**config.mk**
```make
export PLATFORM = sky130hd
export DESIGN_NAME = hazard_scoreboard_flat
export DESIGN_NICKNAME = d
export VERILOG_FILES = /design/src/rtl/hazard_scoreboard_pkg.sv /design/src/rtl/hazard_scoreboard_if.sv /design/src/rtl/hazard_scoreboard_entry.sv /design/src/rtl/hazard_scoreboard.sv /design/src/flat_wrapper.sv
export SDC_FILE = /design/constraint.sdc
export NUM_CORES = 1
export LEC_CHECK = 0
export ABC_AREA = 1
export BUFFER_PORTS_ARGS = -buffer_cell sky130_fd_sc_hd__buf_2
export CORE_MARGIN = 1.5
export CORE_UTILIZATION = 30
export CTS_BUF_LIST = sky130_fd_sc_hd__clkbuf_4 sky130_fd_sc_hd__clkbuf_8
export CTS_CLUSTER_DIAMETER = 80
export DETAILED_ROUTE_END_ITERATION = 10
export GPL_TIMING_DRIVEN = 0
export RECOVER_POWER = 100
export SLEW_MARGIN = 5
export SYNTH_ARGS = -nofsm -noshare
export SYNTH_HDL_FRONTEND = slang
export SYNTH_SLANG_ARGS = --single-unit
```
**constraint.sdc**
```tcl
create_clock -name clk -period 8 [get_ports clk]
set_input_delay 2.4 -clock clk [delete_from_list [all_inputs] [get_ports clk]]
set_output_delay 2.4 -clock clk [all_outputs]
set_load 0.02 [all_outputs]
```
**src/rtl/hazard_scoreboard_pkg.sv**
```systemverilog
// hazard_scoreboard_pkg
// Shared constants for the register hazard scoreboard: register index width,
// default maximum result latency and the latency class of each instruction
// kind. Latencies are counted in bubble cycles before a result can be
// forwarded.
package hazard_scoreboard_pkg;

  localparam int REG_IDX_W   = 5;
  localparam int DEF_MAX_LAT = 3;

  localparam int LAT_ALU  = 0;
  localparam int LAT_LOAD = 1;
  localparam int LAT_CSR  = 1;

  typedef logic [REG_IDX_W-1:0] reg_idx_t;

endpackage

```
**src/rtl/hazard_scoreboard_if.sv**
```systemverilog
// hazard_scoreboard_if
// Bundles the decode-side issue request, the source operand lookups, the
// backend controls and the scoreboard responses.
//   master : decode stage (drives issue/source/hold/flush, reads responses)
//   slave  : scoreboard   (reads the request, drives hazard/issue_fire/
//            busy/stall_cycles)
interface hazard_scoreboard_if
  import hazard_scoreboard_pkg::*;
#(
  parameter int NUM_REGS = 32,
  parameter int LAT_W    = $clog2(DEF_MAX_LAT + 1)
);
  logic                issue_valid;
  reg_idx_t            issue_rd;
  logic                issue_reg_we;
  logic [LAT_W-1:0]    issue_lat;
  reg_idx_t            rs1;
  logic                rs1_used;
  reg_idx_t            rs2;
  logic                rs2_used;
  logic                hold;
  logic                flush;
  logic                hazard;
  logic                issue_fire;
  logic [NUM_REGS-1:0] busy;
  logic [31:0]         stall_cycles;

  modport master (
    output issue_valid, issue_rd, issue_reg_we, issue_lat,
    output rs1, rs1_used, rs2, rs2_used, hold, flush,
    input  hazard, issue_fire, busy, stall_cycles
  );

  modport slave (
    input  issue_valid, issue_rd, issue_reg_we, issue_lat,
    input  rs1, rs1_used, rs2, rs2_used, hold, flush,
    output hazard, issue_fire, busy, stall_cycles
  );
endinterface

```
**src/rtl/hazard_scoreboard_entry.sv**
```systemverilog
// scoreboard_entry
// Pending-result counter for one architectural register.
//   clk, rst : clock, asynchronous active-high reset
//   i_hold   : freeze the counter (flush clear still applies)
//   i_load   : load i_lat (already saturated by the caller)
//   i_lat    : latency to load
//   i_clr    : squash the pending result (killed instruction)
//   o_busy   : counter is nonzero
module scoreboard_entry
  import hazard_scoreboard_pkg::*;
#(
  parameter int LAT_W = $clog2(DEF_MAX_LAT + 1)
) (
  input  logic             clk,
  input  logic             rst,
  input  logic             i_hold,
  input  logic             i_load,
  input  logic [LAT_W-1:0] i_lat,
  input  logic             i_clr,
  output logic             o_busy
);

  logic [LAT_W-1:0] r_cnt;

  // Clear wins over hold; a new load wins over the decrement (newest write).
  always_ff @(posedge clk or posedge rst) begin
    if (rst) begin
      r_cnt <= '0;
    end else if (i_clr) begin
      r_cnt <= '0;
    end else if (!i_hold) begin
      if (i_load)
        r_cnt <= i_lat;
      else if (r_cnt != '0)
        r_cnt <= r_cnt - 1'b1;
    end
  end

  assign o_busy = (r_cnt != '0);

endmodule

```
**src/rtl/hazard_scoreboard.sv**
```systemverilog
// hazard_scoreboard
// In-order issue scoreboard: tracks outstanding register writes by latency
// and bubbles decode while a used source register is still pending.
//   clk, rst : clock, asynchronous active-high reset
//   sb       : slave side of hazard_scoreboard_if
//              issue_valid/rd/reg_we/lat : instruction in decode
//              rs1/rs2 (+_used)          : its source operands
//              hold                      : backend stall, freezes state
//              flush                     : kill decode and last issued instr
//              hazard, issue_fire        : decode control
//              busy                      : per-register pending bits
//              stall_cycles              : free-running hazard cycle count
module hazard_scoreboard
  import hazard_scoreboard_pkg::*;
#(
  parameter int NUM_REGS = 32,
  parameter int MAX_LAT  = DEF_MAX_LAT,
  parameter int LAT_W    = $clog2(MAX_LAT + 1)
) (
  input logic               clk,
  input logic               rst,
  hazard_scoreboard_if.slave sb
);

  logic [NUM_REGS-1:0] w_busy;
  logic                w_hazard;
  logic                w_fire;
  logic                w_load_en;
  logic                w_last_valid;
  logic [LAT_W-1:0]    w_lat_sat;

  logic                r_last_valid;
  reg_idx_t            r_last_rd;
  logic [31:0]         r_stall_cycles;

  function automatic logic [LAT_W-1:0] sat_lat(input logic [LAT_W-1:0] lat);
    logic [LAT_W-1:0] cap;
    cap = LAT_W'(MAX_LAT);
    return (lat > cap) ? cap : lat;
  endfunction

  // x0 is hardwired and never pending.
  assign w_busy[0] = 1'b0;

  genvar g;
  generate
    for (g = 1; g < NUM_REGS; g++) begin : g_entry
      scoreboard_entry #(.LAT_W(LAT_W)) u_entry (
        .clk    (clk),
        .rst    (rst),
        .i_hold (sb.hold),
        .i_load (w_load_en && (sb.issue_rd == REG_IDX_W'(g))),
        .i_lat  (w_lat_sat),
        .i_clr  (sb.flush && r_last_valid && (r_last_rd == REG_IDX_W'(g))),
        .o_busy (w_busy[g])
      );
    end
  endgenerate

  // Looks only at pre-edge state, so an instruction never stalls on its own rd.
  assign w_hazard = sb.issue_valid &&
                    ((sb.rs1_used && (sb.rs1 != '0) && w_busy[sb.rs1]) ||
                     (sb.rs2_used && (sb.rs2 != '0) && w_busy[sb.rs2]));

  assign w_fire       = sb.issue_valid && !w_hazard && !sb.hold && !sb.flush;
  assign w_load_en    = w_fire && sb.issue_reg_we && (sb.issue_rd != '0);
  assign w_lat_sat    = sat_lat(sb.issue_lat);
  // Zero-latency results are forwardable at once, so there is nothing to kill.
  assign w_last_valid = w_load_en && (sb.issue_lat != '0);

  always_ff @(posedge clk or posedge rst) begin
    if (rst) begin
      r_last_valid   <= 1'b0;
      r_stall_cycles <= '0;
    end else begin
      if (sb.flush)
        r_last_valid <= 1'b0;
      else if (!sb.hold)
        r_last_valid <= w_last_valid;
      if (w_hazard && !sb.hold)
        r_stall_cycles <= r_stall_cycles + 32'd1;
    end
  end

  // Destination index is only meaningful alongside r_last_valid.
  always_ff @(posedge clk) begin
    if (!sb.hold)
      r_last_rd <= sb.issue_rd;
  end

  assign sb.hazard       = w_hazard;
  assign sb.issue_fire   = w_fire;
  assign sb.busy         = w_busy;
  assign sb.stall_cycles = r_stall_cycles;

endmodule

```
**src/flat_wrapper.sv**
```systemverilog
// flat-port wrapper written by rule: the top's interface ports become plain ports
module hazard_scoreboard_flat import hazard_scoreboard_pkg::*;
#(
  parameter int NUM_REGS = 32,
  parameter int MAX_LAT  = DEF_MAX_LAT,
  parameter int LAT_W    = $clog2(MAX_LAT + 1)
)
  (clk, rst, sb_issue_valid, sb_issue_rd, sb_issue_reg_we, sb_issue_lat, sb_rs1, sb_rs1_used, sb_rs2, sb_rs2_used, sb_hold, sb_flush, sb_hazard, sb_issue_fire, sb_busy, sb_stall_cycles);
  hazard_scoreboard_if #(.NUM_REGS(NUM_REGS), .LAT_W(LAT_W)) sb_i ();
  input logic clk;
  input logic rst;
  input wire logic [$bits(sb_i.issue_valid)-1:0] sb_issue_valid;
  input wire logic [$bits(sb_i.issue_rd)-1:0] sb_issue_rd;
  input wire logic [$bits(sb_i.issue_reg_we)-1:0] sb_issue_reg_we;
  input wire logic [$bits(sb_i.issue_lat)-1:0] sb_issue_lat;
  input wire logic [$bits(sb_i.rs1)-1:0] sb_rs1;
  input wire logic [$bits(sb_i.rs1_used)-1:0] sb_rs1_used;
  input wire logic [$bits(sb_i.rs2)-1:0] sb_rs2;
  input wire logic [$bits(sb_i.rs2_used)-1:0] sb_rs2_used;
  input wire logic [$bits(sb_i.hold)-1:0] sb_hold;
  input wire logic [$bits(sb_i.flush)-1:0] sb_flush;
  output wire logic [$bits(sb_i.hazard)-1:0] sb_hazard;
  output wire logic [$bits(sb_i.issue_fire)-1:0] sb_issue_fire;
  output wire logic [$bits(sb_i.busy)-1:0] sb_busy;
  output wire logic [$bits(sb_i.stall_cycles)-1:0] sb_stall_cycles;
  assign sb_i.issue_valid = sb_issue_valid;
  assign sb_i.issue_rd = sb_issue_rd;
  assign sb_i.issue_reg_we = sb_issue_reg_we;
  assign sb_i.issue_lat = sb_issue_lat;
  assign sb_i.rs1 = sb_rs1;
  assign sb_i.rs1_used = sb_rs1_used;
  assign sb_i.rs2 = sb_rs2;
  assign sb_i.rs2_used = sb_rs2_used;
  assign sb_i.hold = sb_hold;
  assign sb_i.flush = sb_flush;
  assign sb_hazard = sb_i.hazard;
  assign sb_issue_fire = sb_i.issue_fire;
  assign sb_busy = sb_i.busy;
  assign sb_stall_cycles = sb_i.stall_cycles;
  hazard_scoreboard #(.NUM_REGS(NUM_REGS), .MAX_LAT(MAX_LAT), .LAT_W(LAT_W)) u_core (.clk(clk), .rst(rst), .sb(sb_i));
endmodule
```
==> qor.csv <==
metric,value,unit
fin_cells,1860,
drt_iter0_markers,593,
grt_pass1_vias,8174,
path_cells,clkbuf_1 -> clkbuf_1 -> clkbuf_1 -> o21ai_0 -> nand3_1 -> nand3_1 -> nand2_1 -> nand2_1 -> nand2_1 -> nand2_1 -> nor2_4 -> buf_6 -> buf_4 -> buf_2,
synth.area.top_cells,"dfrtp_1, nand2_1, inv_1",
final_nets,1534,
syn_area,8490,µm²
end_kind,primary output,
finalSetupViolCount,0,
htree_levels,3,
gp_congestion,1.02,
regToRegSetupSlack,4780,ps
synth_fa_ha_area_share,4.72,%
crit_path_end,sb_issue_fire,
critical_path.max_fanout,10,
worst_path_largest_cell_delay,390,ps
yosysTopAreaCell,dfrtp_1,
area_delta_synth_final,11.0,%
finalHoldViolCount,0,
r2r_cells,18,
setup_tns,0,ps
peakVddDrop,0.000116,V
fp-row-count,61,
cp.arrival,4730,ps
dr.pass1.iters,5,
fp.dieW,171,µm
grt_pass1_wl,42800,µm
ioPinCount,91,
final_max_slew_viol_count,67,
r2r_start,u_core.g_entry[29].u_entry.r_cnt[0],
failed_checks,"max-capacitance violations, max-slew violations",
clkLatencyLatePin,420,ps
grt_max_degree,66,
cp_top_family,buffers and inverters,
synthArstFlopShare,95.0,%
rsz0062_at_grt,no,
ant_nets,0,
drt-total-wl,27000,µm
syn_avg_cell_area,6.16,µm²
clockBufferDepth,2,
maxCapViolCount,2,
crit_top_cell,nand2_1,
holdWs,478,ps
numCtsBuffers,9,
cts_resized,0,
synthCells,1379,
postCtsHoldBufs,0,
synthXorXnorAreaFrac,3.20,%
ys_seq_area_share,29.8,%
antenna_found_initial,0,
critPathBufInv,6,
synth_compound_area_share,2.90,%
synth_top_family_by_area,simple AND/OR/NAND/NOR gates,
drc_errors,0,
gr-usage-all-layers,18.9,%
required,5600,ps
grt_overflow_total,0,
crit_type,input pin to primary output,
power.density,297,nW/µm²
yosys.area_share.simple,43.9,%
start_util,30.6,%
outcome,"finished, violations left",
yosys_warnings,0,
via_count,8862,
ys.flop_type,dfrtp_1,
setup.worst_path.start_class,input pin,
worst_r2r_endpoint,u_core.g_entry[19].u_entry.r_cnt[0],
ys_ff_latch,100,
syn_nets,1436,
max_freq,140,MHz
clk_pin_slew,130,ps
wl_per_cell,14.5,µm
dieHeight,171,µm
diodes,0,
min_period,7130,ps
post_drt_via_cell_ratio,4.76,
slew_headroom,-138,%
fin_crit_sh,89.1,%
multiInputGateArea,4570,µm²
cts.sinks,100,
synth_top_area_share,28.0,%
drive_gt1_share,5.47,%
max_slew.worst_pin.slew,3570,ps
register_area,2530,µm²
min_path_type,flop to flop,
cts_tree,yes,
cp_slowest_cell,clkbuf_1,
core_area,27800,µm²
synthMuxAreaShare,0,%
cp-startpoint,sb_rs1[0],
n_fill_cell,3203,
p_leak,5.15,nW
worst-path-stages,14,
dieArea,29300,µm²
place_inst,1844,
synth_cell_types,29,
port_buffers,86,
dp.final_hpwl,21400,µm
cts_setup_buffers,0,
synth_edf_count,5,
clock-root-buffer,clkbuf_8,
clock_skew,25.3,ps
[area by class of cell]
class                           instances  area share (%)
Buffer                                 72            4.54
Inverter                              228            9.13
Multi-Input combinational cell        979            48.5
Timing Repair Buffer                   87            3.68
Clock buffer                            9            1.32
Clock inverter                          7           0.996
Sequential cell                       100            26.8
Tap cell                              378            5.02
[cell usage after synthesis (16+ instances only)]
cell type	n
nand2_1	471
inv_1	221
nor2_1	163
nand3_1	119
dfrtp_1	95
nand4_1	63
buf_4	41
ha_1	32
nor3_1	25
o21ai_0	23
xor2_1	22
clkbuf_1	21
nand3_2	16
[cell families after synthesis]
family / count (synthesis)
simple gates: 867
flops: 100
compound gates: 48
buf+inv: 300
xor+xnor: 31
fa+ha+maj: 32
other cells: 1
[layer usage]
layer  track usage (%)  wire length [µm]
met1              25.1             12400
met2              30.7             11800
met3              2.37              1770
met4              8.43              1030
met5                 0                 0
[sequential cells by signal (all words and copies together), names as in the netlist]
| name | cells |
|---|---|
| u_core.sb.stall_cycles | 32 |
| u_core.r_last_valid | 1 |
| u_core.r_last_rd | 5 |
| u_core.g_entry.u_entry.r_cnt | 62 |
[where the power goes]
part / internal, W / total, W / switching (W)
clock network: 0.000130 / 0.000363 / 0.000233
logic: 0.000617 / 0.00164 / 0.00102
registers: 0.000686 / 0.000792 / 0.000107
[worst min path at each step]
stage	start	to	slack, ps	cells after the start
2_1_floorplan	u_core.g_entry[10].u_entry.r_cnt[0]	u_core.g_entry[10].u_entry.r_cnt[0]	440	2
3_3_place_gp	u_core.sb.stall_cycles[31]	u_core.sb.stall_cycles[31]	450	1
3_5_place_dp	u_core.sb.stall_cycles[31]	u_core.sb.stall_cycles[31]	450	1
4_1_cts	u_core.sb.stall_cycles[31]	u_core.sb.stall_cycles[31]	480	1
5_1_grt	u_core.sb.stall_cycles[31]	u_core.sb.stall_cycles[31]	490	1
6_report	u_core.sb.stall_cycles[31]	u_core.sb.stall_cycles[31]	480	1
[cells in the final DEF (no fill, tap or decap), types with 7 or more instances in the layout]
| cell | n |
|---|---|
| ha_1 | 32 |
| nand3_1 | 133 |
| nor3_1 | 25 |
| xnor2_1 | 9 |
| o21ai_0 | 27 |
| buf_4 | 37 |
| buf_2 | 19 |
| o21ai_1 | 7 |
| a21oi_1 | 11 |
| clkbuf_1 | 99 |
| nand4_1 | 63 |
| nor2_1 | 164 |
| inv_1 | 220 |
| nand2_1 | 473 |
| clkbuf_8 | 9 |
| dfrtp_1 | 95 |
| xor2_1 | 22 |
[metrics by stage]
step | utilization, % | worst slack (ps) | power [W] | instance area (µm²)
floorplan | - | 1910 | 0.00204 | 8490
global placement | 33.8 | 1370 | 0.00244 | 9390
detailed placement | 33.9 | 1380 | 0.00247 | 9420
CTS | 34.7 | 1370 | 0.00284 | 9640
global route | 33.9 | 643 | 0.00309 | 9420
finish | 33.9 | 870 | 0.00279 | 9420
(Power assumes the default switching activity.)
